$ cat src/rtl/sha2_pkg.sv
// Shared types, constants and round functions for the SHA-256/224 block engine.
package sha2_pkg;

  // Engine control states
  typedef enum logic [1:0] {
    ST_IDLE   = 2'd0,
    ST_LOAD   = 2'd1,
    ST_ROUNDS = 2'd2,
    ST_FINAL  = 2'd3
  } state_e;

  // Working variables a..h (also used for the chaining value H0..H7, a = H0)
  typedef struct packed {
    logic [31:0] a;
    logic [31:0] b;
    logic [31:0] c;
    logic [31:0] d;
    logic [31:0] e;
    logic [31:0] f;
    logic [31:0] g;
    logic [31:0] h;
  } work_t;

  localparam logic [31:0] IV256 [8] = '{
    32'h6a09e667, 32'hbb67ae85, 32'h3c6ef372, 32'ha54ff53a,
    32'h510e527f, 32'h9b05688c, 32'h1f83d9ab, 32'h5be0cd19
  };

  localparam logic [31:0] IV224 [8] = '{
    32'hc1059ed8, 32'h367cd507, 32'h3070dd17, 32'hf70e5939,
    32'hffc00b31, 32'h68581511, 32'h64f98fa7, 32'hbefa4fa4
  };

  function automatic logic [31:0] rotr(input logic [31:0] x, input int unsigned n);
    return (x >> n) | (x << (32 - n));
  endfunction

  function automatic logic [31:0] bsig0(input logic [31:0] x);
    return rotr(x, 2) ^ rotr(x, 13) ^ rotr(x, 22);
  endfunction

  function automatic logic [31:0] bsig1(input logic [31:0] x);
    return rotr(x, 6) ^ rotr(x, 11) ^ rotr(x, 25);
  endfunction

  function automatic logic [31:0] ssig0(input logic [31:0] x);
    return rotr(x, 7) ^ rotr(x, 18) ^ (x >> 3);
  endfunction

  function automatic logic [31:0] ssig1(input logic [31:0] x);
    return rotr(x, 17) ^ rotr(x, 19) ^ (x >> 10);
  endfunction

  function automatic logic [31:0] ch(input logic [31:0] x, input logic [31:0] y,
                                     input logic [31:0] z);
    return (x & y) ^ (~x & z);
  endfunction

  function automatic logic [31:0] maj(input logic [31:0] x, input logic [31:0] y,
                                      input logic [31:0] z);
    return (x & y) ^ (x & z) ^ (y & z);
  endfunction

  // Initial hash value for the selected variant, packed H0 first
  function automatic work_t iv_words(input logic is224);
    work_t r;
    if (is224) begin
      r = {IV224[0], IV224[1], IV224[2], IV224[3], IV224[4], IV224[5], IV224[6], IV224[7]};
    end else begin
      r = {IV256[0], IV256[1], IV256[2], IV256[3], IV256[4], IV256[5], IV256[6], IV256[7]};
    end
    return r;
  endfunction

  // Word-wise modulo-2^32 sum used for the end-of-block feed-forward
  function automatic work_t add_work(input work_t x, input work_t y);
    work_t r;
    r.a = x.a + y.a;
    r.b = x.b + y.b;
    r.c = x.c + y.c;
    r.d = x.d + y.d;
    r.e = x.e + y.e;
    r.f = x.f + y.f;
    r.g = x.g + y.g;
    r.h = x.h + y.h;
    return r;
  endfunction

endpackage

$ cat src/rtl/sha2_round.sv
// One combinational SHA-2 compression round: (a..h, K, W) -> (a'..h').
module sha2_round
  import sha2_pkg::*;
(
  input  work_t       st_i,
  input  logic [31:0] k_i,
  input  logic [31:0] w_i,
  output work_t       st_o
);

  logic [31:0] t1;
  logic [31:0] t2;

  // Standard round: two temporaries, then rotate the working variables
  always_comb begin
    t1 = st_i.h + bsig1(st_i.e) + ch(st_i.e, st_i.f, st_i.g) + k_i + w_i;
    t2 = bsig0(st_i.a) + maj(st_i.a, st_i.b, st_i.c);
    st_o = '{a: t1 + t2, b: st_i.a, c: st_i.b, d: st_i.c,
             e: st_i.d + t1, f: st_i.e, g: st_i.f, h: st_i.g};
  end

endmodule

$ cat src/rtl/sha2_block_engine.sv
// SHA-256/224 block engine: loads 16 message words, runs 64 rounds at
// UNROLL rounds per clock, then folds the result into the chaining value.
module sha2_block_engine
  import sha2_pkg::*;
#(
  parameter int UNROLL = 1,
  parameter bit EN_224 = 1'b1
) (
  input  logic                clk_i,
  input  logic                rst_n_i,
  input  logic                start_i,
  input  logic                init_i,
  input  logic                mode_i,
  input  logic                m_valid_i,
  output logic                m_ready_o,
  input  logic [31:0]         m_data_i,
  output logic [5:0]          k_addr_o,
  input  logic [32*UNROLL-1:0] k_data_i,
  output logic                busy_o,
  output logic                done_o,
  output logic [255:0]        digest_o
);

  if (UNROLL != 1 && UNROLL != 2 && UNROLL != 4) begin : g_bad_unroll
    $error("sha2_block_engine: UNROLL must be 1, 2 or 4");
  end

  localparam logic [5:0] ROUND_STEP = 6'(UNROLL);
  localparam logic [5:0] LAST_ROUND = 6'(64 - UNROLL);

  state_e             state_q;
  logic [3:0]         wcnt_q;
  logic [5:0]         rcnt_q;
  work_t              h_q;
  work_t              wv_q;
  logic [15:0][31:0]  w_q;        // message window, w0 at index 0
  logic               mode224_q;
  logic               busy_q;
  logic               done_q;
  logic               m_ready_q;

  work_t              wv_d;
  logic [15:0][31:0]  w_d;
  logic               sel224;

  // MODE only matters when the 224 variant is built in
  assign sel224 = (EN_224 != 1'b0) && mode_i;

  // Chain of UNROLL rounds; each stage also slides the schedule window by one
  // word so stage i always sees its W at the window head.
  genvar gi;
  for (gi = 0; gi < UNROLL; gi++) begin : g_round
    work_t             st_in;
    work_t             st_out;
    logic [15:0][31:0] win_in;
    logic [15:0][31:0] win_out;
    logic [31:0]       w_new;

    if (gi == 0) begin : g_head
      assign st_in  = wv_q;
      assign win_in = w_q;
    end else begin : g_link
      assign st_in  = g_round[gi-1].st_out;
      assign win_in = g_round[gi-1].win_out;
    end

    // Uniform schedule rule for every round; words produced late are simply unused
    assign w_new   = ssig1(win_in[14]) + win_in[9] + ssig0(win_in[1]) + win_in[0];
    assign win_out = {w_new, win_in[15:1]};

    sha2_round u_round (
      .st_i (st_in),
      .k_i  (k_data_i[32*gi +: 32]),
      .w_i  (win_in[0]),
      .st_o (st_out)
    );
  end

  assign wv_d = g_round[UNROLL-1].st_out;
  assign w_d  = g_round[UNROLL-1].win_out;

  // Control FSM plus all datapath registers; outputs come straight from flops
  always_ff @(posedge clk_i or negedge rst_n_i) begin
    if (!rst_n_i) begin
      state_q   <= ST_IDLE;
      wcnt_q    <= '0;
      rcnt_q    <= '0;
      h_q       <= iv_words(1'b0);
      wv_q      <= '0;
      w_q       <= '0;
      mode224_q <= 1'b0;
      busy_q    <= 1'b0;
      done_q    <= 1'b0;
      m_ready_q <= 1'b0;
    end else begin
      done_q <= 1'b0;
      case (state_q)
        ST_IDLE: begin
          if (start_i) begin
            busy_q    <= 1'b1;
            m_ready_q <= 1'b1;
            wcnt_q    <= '0;
            state_q   <= ST_LOAD;
            if (init_i) begin
              h_q       <= iv_words(sel224);
              wv_q      <= iv_words(sel224);
              mode224_q <= sel224;
            end else begin
              wv_q <= h_q;
            end
          end
        end
        ST_LOAD: begin
          if (m_valid_i && m_ready_q) begin
            w_q    <= {m_data_i, w_q[15:1]};
            wcnt_q <= wcnt_q + 4'd1;
            if (wcnt_q == 4'd15) begin
              m_ready_q <= 1'b0;
              rcnt_q    <= '0;
              state_q   <= ST_ROUNDS;
            end
          end
        end
        ST_ROUNDS: begin
          wv_q   <= wv_d;
          w_q    <= w_d;
          rcnt_q <= rcnt_q + ROUND_STEP;
          if (rcnt_q == LAST_ROUND) begin
            state_q <= ST_FINAL;
          end
        end
        ST_FINAL: begin
          h_q     <= add_work(h_q, wv_q);
          done_q  <= 1'b1;
          busy_q  <= 1'b0;
          rcnt_q  <= '0;
          state_q <= ST_IDLE;
        end
        default: state_q <= ST_IDLE;
      endcase
    end
  end

  assign m_ready_o = m_ready_q;
  assign k_addr_o  = rcnt_q;
  assign busy_o    = busy_q;
  assign done_o    = done_q;
  // SHA-224 hides H7 on the output only; the register keeps it for chaining
  assign digest_o  = {h_q[255:32], (mode224_q ? 32'h0 : h_q.h)};

endmodule

$ cat config.mk
export PLATFORM = sky130hd
export DESIGN_NAME = sha2_block_engine
export DESIGN_NICKNAME = d
export VERILOG_FILES = /design/src/rtl/sha2_pkg.sv /design/src/rtl/sha2_round.sv /design/src/rtl/sha2_block_engine.sv
export SDC_FILE = /design/constraint.sdc
export NUM_CORES = 2
export LEC_CHECK = 0
export ABC_AREA = 1
export BUFFER_PORTS_ARGS = -buffer_cell sky130_fd_sc_hd__buf_2
export CAP_MARGIN = 30
export CORE_MARGIN = 5
export CORE_UTILIZATION = 35
export DETAILED_ROUTE_END_ITERATION = 16
export PLACE_DENSITY = 0.58
export SLEW_MARGIN = 10
export SYNTH_ARGS = -nofsm -noshare
export SYNTH_HDL_FRONTEND = slang
export SYNTH_HIERARCHICAL = 1
export SYNTH_SLANG_ARGS = --single-unit
$ cat constraint.sdc
create_clock -name clk_i -period 6.6 [get_ports clk_i]
set_input_delay 0.66 -clock clk_i [delete_from_list [all_inputs] [get_ports clk_i]]
set_output_delay 0.66 -clock clk_i [all_outputs]
set_load 0.005 [all_outputs]
### Word level (Yosys, flattened, before mapping)

Index checks and enable logic that the tools add are counted.

| storage, ports and cells | value |
|---|---|
| flip-flop bits (word level) | 1,040 |
| bits of input ports | 70 |
| logic and storage cells | 135 |

| cells by class | value |
|---|---|
| add/subtract/negate cells | 20 |
| equality and inequality tests | 9 |
| multiplexer cells | 25 |
| bitwise operators | 27 |
| reduce and logical (&&, ||, !) cells | 15 |

Operators by type and width:

| kind | count |
|---|---|
| $pmux W256 S2 | 2 |
| $pmux W512 S2 | 1 |
| $mux W256 | 3 |
| $add A32 B32 Y32 | 18 |
| $mux W512 | 1 |
| $xor A32 B32 Y32 | 9 |
| $and A32 B32 Y32 | 5 |
| $mux W32 | 1 |
| $not A32 Y32 | 1 |
| $or A10 B32 Y32 | 1 |
| $or A13 B32 Y32 | 1 |
| $or A14 B32 Y32 | 1 |
| $or A15 B32 Y32 | 1 |
| $or A19 B32 Y32 | 1 |
| $or A21 B32 Y32 | 1 |
| $or A25 B32 Y32 | 1 |
| $or A26 B32 Y32 | 1 |
| $or A30 B32 Y32 | 1 |
| $or A7 B32 Y32 | 1 |
| $xor A32 B22 Y32 | 1 |
| $xor A32 B29 Y32 | 1 |
| $pmux W6 S3 | 1 |
| $mux W6 | 2 |
| $reduce_and A3 Y1 | 3 |
| 19 further kinds | 37 |

### Logic depth before layout (Yosys ltp)

| logic depth | value |
|---|---|
| depth in word-level cells | 9 |
| depth in mapped cells | 42 |
| depth with buffers taken out | 41 |

### Modules after synthesis

The synthesis kept the hierarchy.

By module, submodules not included:

| module | times used | cells an instance | area an instance (um^2) |
|---|---|---|---|
| sha2_block_engine | 1 | 10,455 | 71,129.5 |
| sha2_round | 1 | 1,894 | 12,802.3 |

### Worst setup path before layout

No wires, ideal clock.

| timing path | value |
|---|---|
| kind | reg2reg |
| from | register wv_q, in the netlist g_round[0].st_in[108] |
| to | register wv_q, in the netlist g_round[0].st_in[255] |
| data arrival time | 5.807 ns |
| setup slack | 0.674 ns |
| cell stages (with the launch flop) | 38 |
| cell sequence | dfrtp_1 > clkbuf_1 > xnor2_1 > xor2_1 > inv_1 > fa_1 > inv_1 > fa_1 > fa_1 > inv_1 > ha_1 > fa_1 > nand3_1 > nand3_1 > a21oi_2 > o21ai_1 > xor2_1 > inv_1 > [... 2 more ...] > ha_1 > nand2_1 > inv_2 > nand2_1 > inv_1 > a21oi_1 > nand2_1 > nand2_1 > nand2_1 > nand2_1 > nand2_1 > inv_1 > nand2_1 > nand2_1 > inv_1 > nand2_1 > o211ai_1 > o21a_1 |

RTL lines:

| what | RTL line | text |
|---|---|---|
| from (decl) | sha2_block_engine.sv:35 | `work_t wv_q;` |
| from (signal assigned) | sha2_block_engine.sv:106 | `wv_q <= iv_words(sel224);` |
| from (signal assigned) | sha2_block_engine.sv:109 | `wv_q <= h_q;` |
| from (signal assigned) | sha2_block_engine.sv:125 | `wv_q <= wv_d;` |

==> flow_metrics.tcl <==
set metrics [dict create \
    run_status "complete, no violations" \
    fin_util 0.3844 \
    slew_violations 0 \
    syn_inst 12349 \
    grt_usage 0.2498 \
    drtAntennaViolNets 0 \
    cts_buffers 131 \
    crit_path_start_kind "flip-flop" \
    viasPerCell 4.960 \
    ys_ff_latch 1040 \
    routed_wl_um 320500 \
    grt_max_degree 209 \
    cp_max_fo 4 \
    yosysTopAreaCellShare 0.2695 \
    yosysWarnings 6 \
    cts.sink_count 1040 \
    post-dp-hpwl_um 248500 \
    crit_path_end_kind "flip-flop" \
    hold_ws_ns 0.1160 \
    relSlewSlack 0.2791 \
    fillers 25499 \
    die_height_um 499.7 \
    initial_core_util 0.3522 \
    wl_met1_um 142000 \
    syn-cell-area_um2 83930 \
    critical-path-max-stage-delay_ns 0.49 \
    drt-initial-drc-count 7630 \
    clock.fmax_mhz 158.0 \
    place_area_um2 86250 \
    drive_gt1_frac 0.08863 \
    route.vias.total 76416 \
    dpl_worst_slack_ns -0.05103 \
    place_congestion 0.9855 \
    synth.distinct_cells 57 \
    cp_slowest_cell "fa_1" \
    crit_path_frequent_cell "inv_1" \
    cts_max_path_buffers 3 \
    fin_crit_ns 6.331 \
    synth_seq_area_share 0.3121 \
    clock_latency_ns 0.83 \
    reg2reg_slack_ns 0.27 \
    portBuffers 334 \
    worst_slack_ns 0.2694 \
    row_count 179 \
    arrival_ns 7.04 \
    ys_async_sr_fraction 1.000 \
    min_path_type "input pin to flip-flop" \
    required_ns 7.31 \
    drc 0 \
    top_layer_used "met5" \
    antenna_found_initial 12 \
    synth_top_cell_by_area "dfrtp_1" \
    multi_input_area_um2 45600 \
    chipWidth_um 499.7 \
    layout.nets 12767 \
    overflow 0 \
    ff_latch_area_um2 26200 \
    min_period_over_period 0.9592 \
    cts-root-buf "clkbuf_16" \
    grt_pass1_vias 71596 \
    htreeDepth 4 \
    synth_enable_flop_cells 0 \
    synthTopCellsByArea "dfrtp_1 27%, nand2_1 17%, inv_1 9.0%, ha_1 5.6%, o21ai_0 4.8%" \
    firstDrtPassIters 6 \
    worst_pin_slew_ns 1.070 \
    setup_viol_count_final 0 \
    grt_pass1_wl_um 472900 \
    ys.flop_type "dfrtp_1" \
    core_um2 238300 \
    fin_area_um2 91600 \
    worst_clock_skew_ns 0.06718 \
    crit_type "flip-flop to flip-flop" \
    die-area_um2 249700 \
    route.met3.wl_um 23330 \
    clk_pin_slew_worst_paths_ns 0.07 \
    wl_met2_um 138300 \
    avgSynthCellArea_um2 6.797 \
    wl_per_cell_um 20.81 \
    report.final.hold_viol_count 0 \
    io_pins 335 \
    areaGrowthSynthToFinish_pct 9.131 \
    syn-num-nets 12992 \
    cts_tree "built" \
    maxCapViolCount 0 \
]
layout make-up:
| type | instances | area share |
|---|---|---|
| Multi-Input combinational cell | 8389 | 0.4978 |
| Timing Repair Buffer | 544 | 0.03848 |
| Tap cell | 3167 | 0.04326 |
| Sequential cell | 1040 | 0.2860 |
| Inverter | 2018 | 0.08305 |
| Clock buffer | 184 | 0.04082 |
| Clock inverter | 56 | 0.01031 |
| Antenna cell | 8 | 0.0002186 |
Yosys cell counts (4+ instances only):
cell	n
nand2_1	3905
inv_1	2004
dfrtp_1	904
nor2_1	873
o21ai_0	809
nand3_1	536
a21oi_1	468
buf_4	423
ha_1	378
clkbuf_1	271
xor2_1	261
fa_1	195
a31oi_1	187
buf_2	174
xnor2_1	170
dfstp_2	136
o211ai_1	99
o21a_1	88
o21bai_1	77
o21ai_1	54
nor3_1	44
buf_1	30
nand4_1	30
o31ai_1	27
mux2i_1	20
a21o_1	19
and2_1	17
or2_2	17
inv_2	14
o22ai_1	13
and3_1	12
mux2_2	12
nand2_2	11
nand3b_1	10
a21boi_0	6
a22oi_1	6
nor2_2	6
a21oi_2	5
nand3_2	5
o21ai_2	5
clkbuf_2	4
xor2_2	4
repair_timing:
action                                  4_1_cts  5_1_grt
pin swaps                                     0       19
gates resized for setup                       1      122
endpoints found under the hold margin        83        0
buffers inserted                              0        4
hold buffers                                  1        0
endpoints found under the setup margin        1       22
stage by stage:
stage | setup TNS, ns | cells
2_1_floorplan | 0 | 12349
3_5_place_dp | -0.08931 | 15152
6_report | 0 | 15406
3_3_place_gp | 0 | 15149
4_1_cts | 0 | 15393
5_1_grt | -0.08990 | 15405
logic make-up (layout without fill, tap and decap cells):
group / Yosys count / count (layout) / share of synthesized area
XOR/XNOR: 435 / 435 / 0.04575
AND/OR/NAND/NOR: 5476 / 5476 / 0.2579
multiplexers: 32 / 32 / 0.003995
flip-flops: 1040 / 1040 / 0.3121
other: 0 / 8 / 0
AO/OA/AOI/OAI: 1870 / 1870 / 0.1249
adder cells (fa/ha/maj): 576 / 576 / 0.1032
buffers and inverters: 2920 / 2802 / 0.1522
layout by cell type (no fill, tap or decap), drive strengths merged, types with 37 or more instances in the layout:
cell type / n
a31oi: 187
nor3: 45
ha: 378
a21oi: 473
clkinv: 37
nor2: 882
dfrtp: 904
dfstp: 136
inv: 2020
o211ai: 99
o21a: 88
nand3: 541
buf: 543
xnor2: 170
fa: 195
xor2: 265
clkbuf: 184
nand2: 3917
o21ai: 869
o21bai: 77
worst max-delay path, delay by kind of cell (launching register included):
kind	cells	cell delay (ns)
adders and majority gates	6	2.57
and+or+nand+nor	8	1.04
xor gates and xnor gates	4	0.83
buffers and inverters	9	0.79
AOI/OAI and AO/OA	3	0.52
DFF	1	0.45
layer usage:
| metal | vias to the layer above | GRT usage |
|---|---|---|
| li1 | 37487 | - |
| met1 | 35789 | 0.3451 |
| met2 | 2607 | 0.3842 |
| met3 | 529 | 0.04159 |
| met4 | 4 | 0.1125 |
| met5 | - | 0 |
registers in the layout, summed over array words and instances, names as in the netlist, 2 cells and up:
name,count
state_q,2
g_round.st_in,256
k_addr_o,6
g_round.win_in,512
wcnt_q,4
h_q,32
digest_o,224
path summary, 6_finish.rpt:
kind	from	to	cells past startpoint
setup reg to reg	g_round[0].st_in[117]	g_round[0].st_in[246]	30
hold / removal	m_data_i[5]	g_round[0].win_in[485]	3
setup / recovery	g_round[0].st_in[117]	g_round[0].st_in[246]	30
max in group asynchronous	rst_n_i	g_round[0].st_in[57]	3
min in group asynchronous	rst_n_i	g_round[0].win_in[433]	2
hold reg to reg	g_round[0].win_in[183]	g_round[0].win_in[151]	2
Power is not shown: default switching activity piles up to over one toggle a cycle in this logic, so the estimate is an artifact.
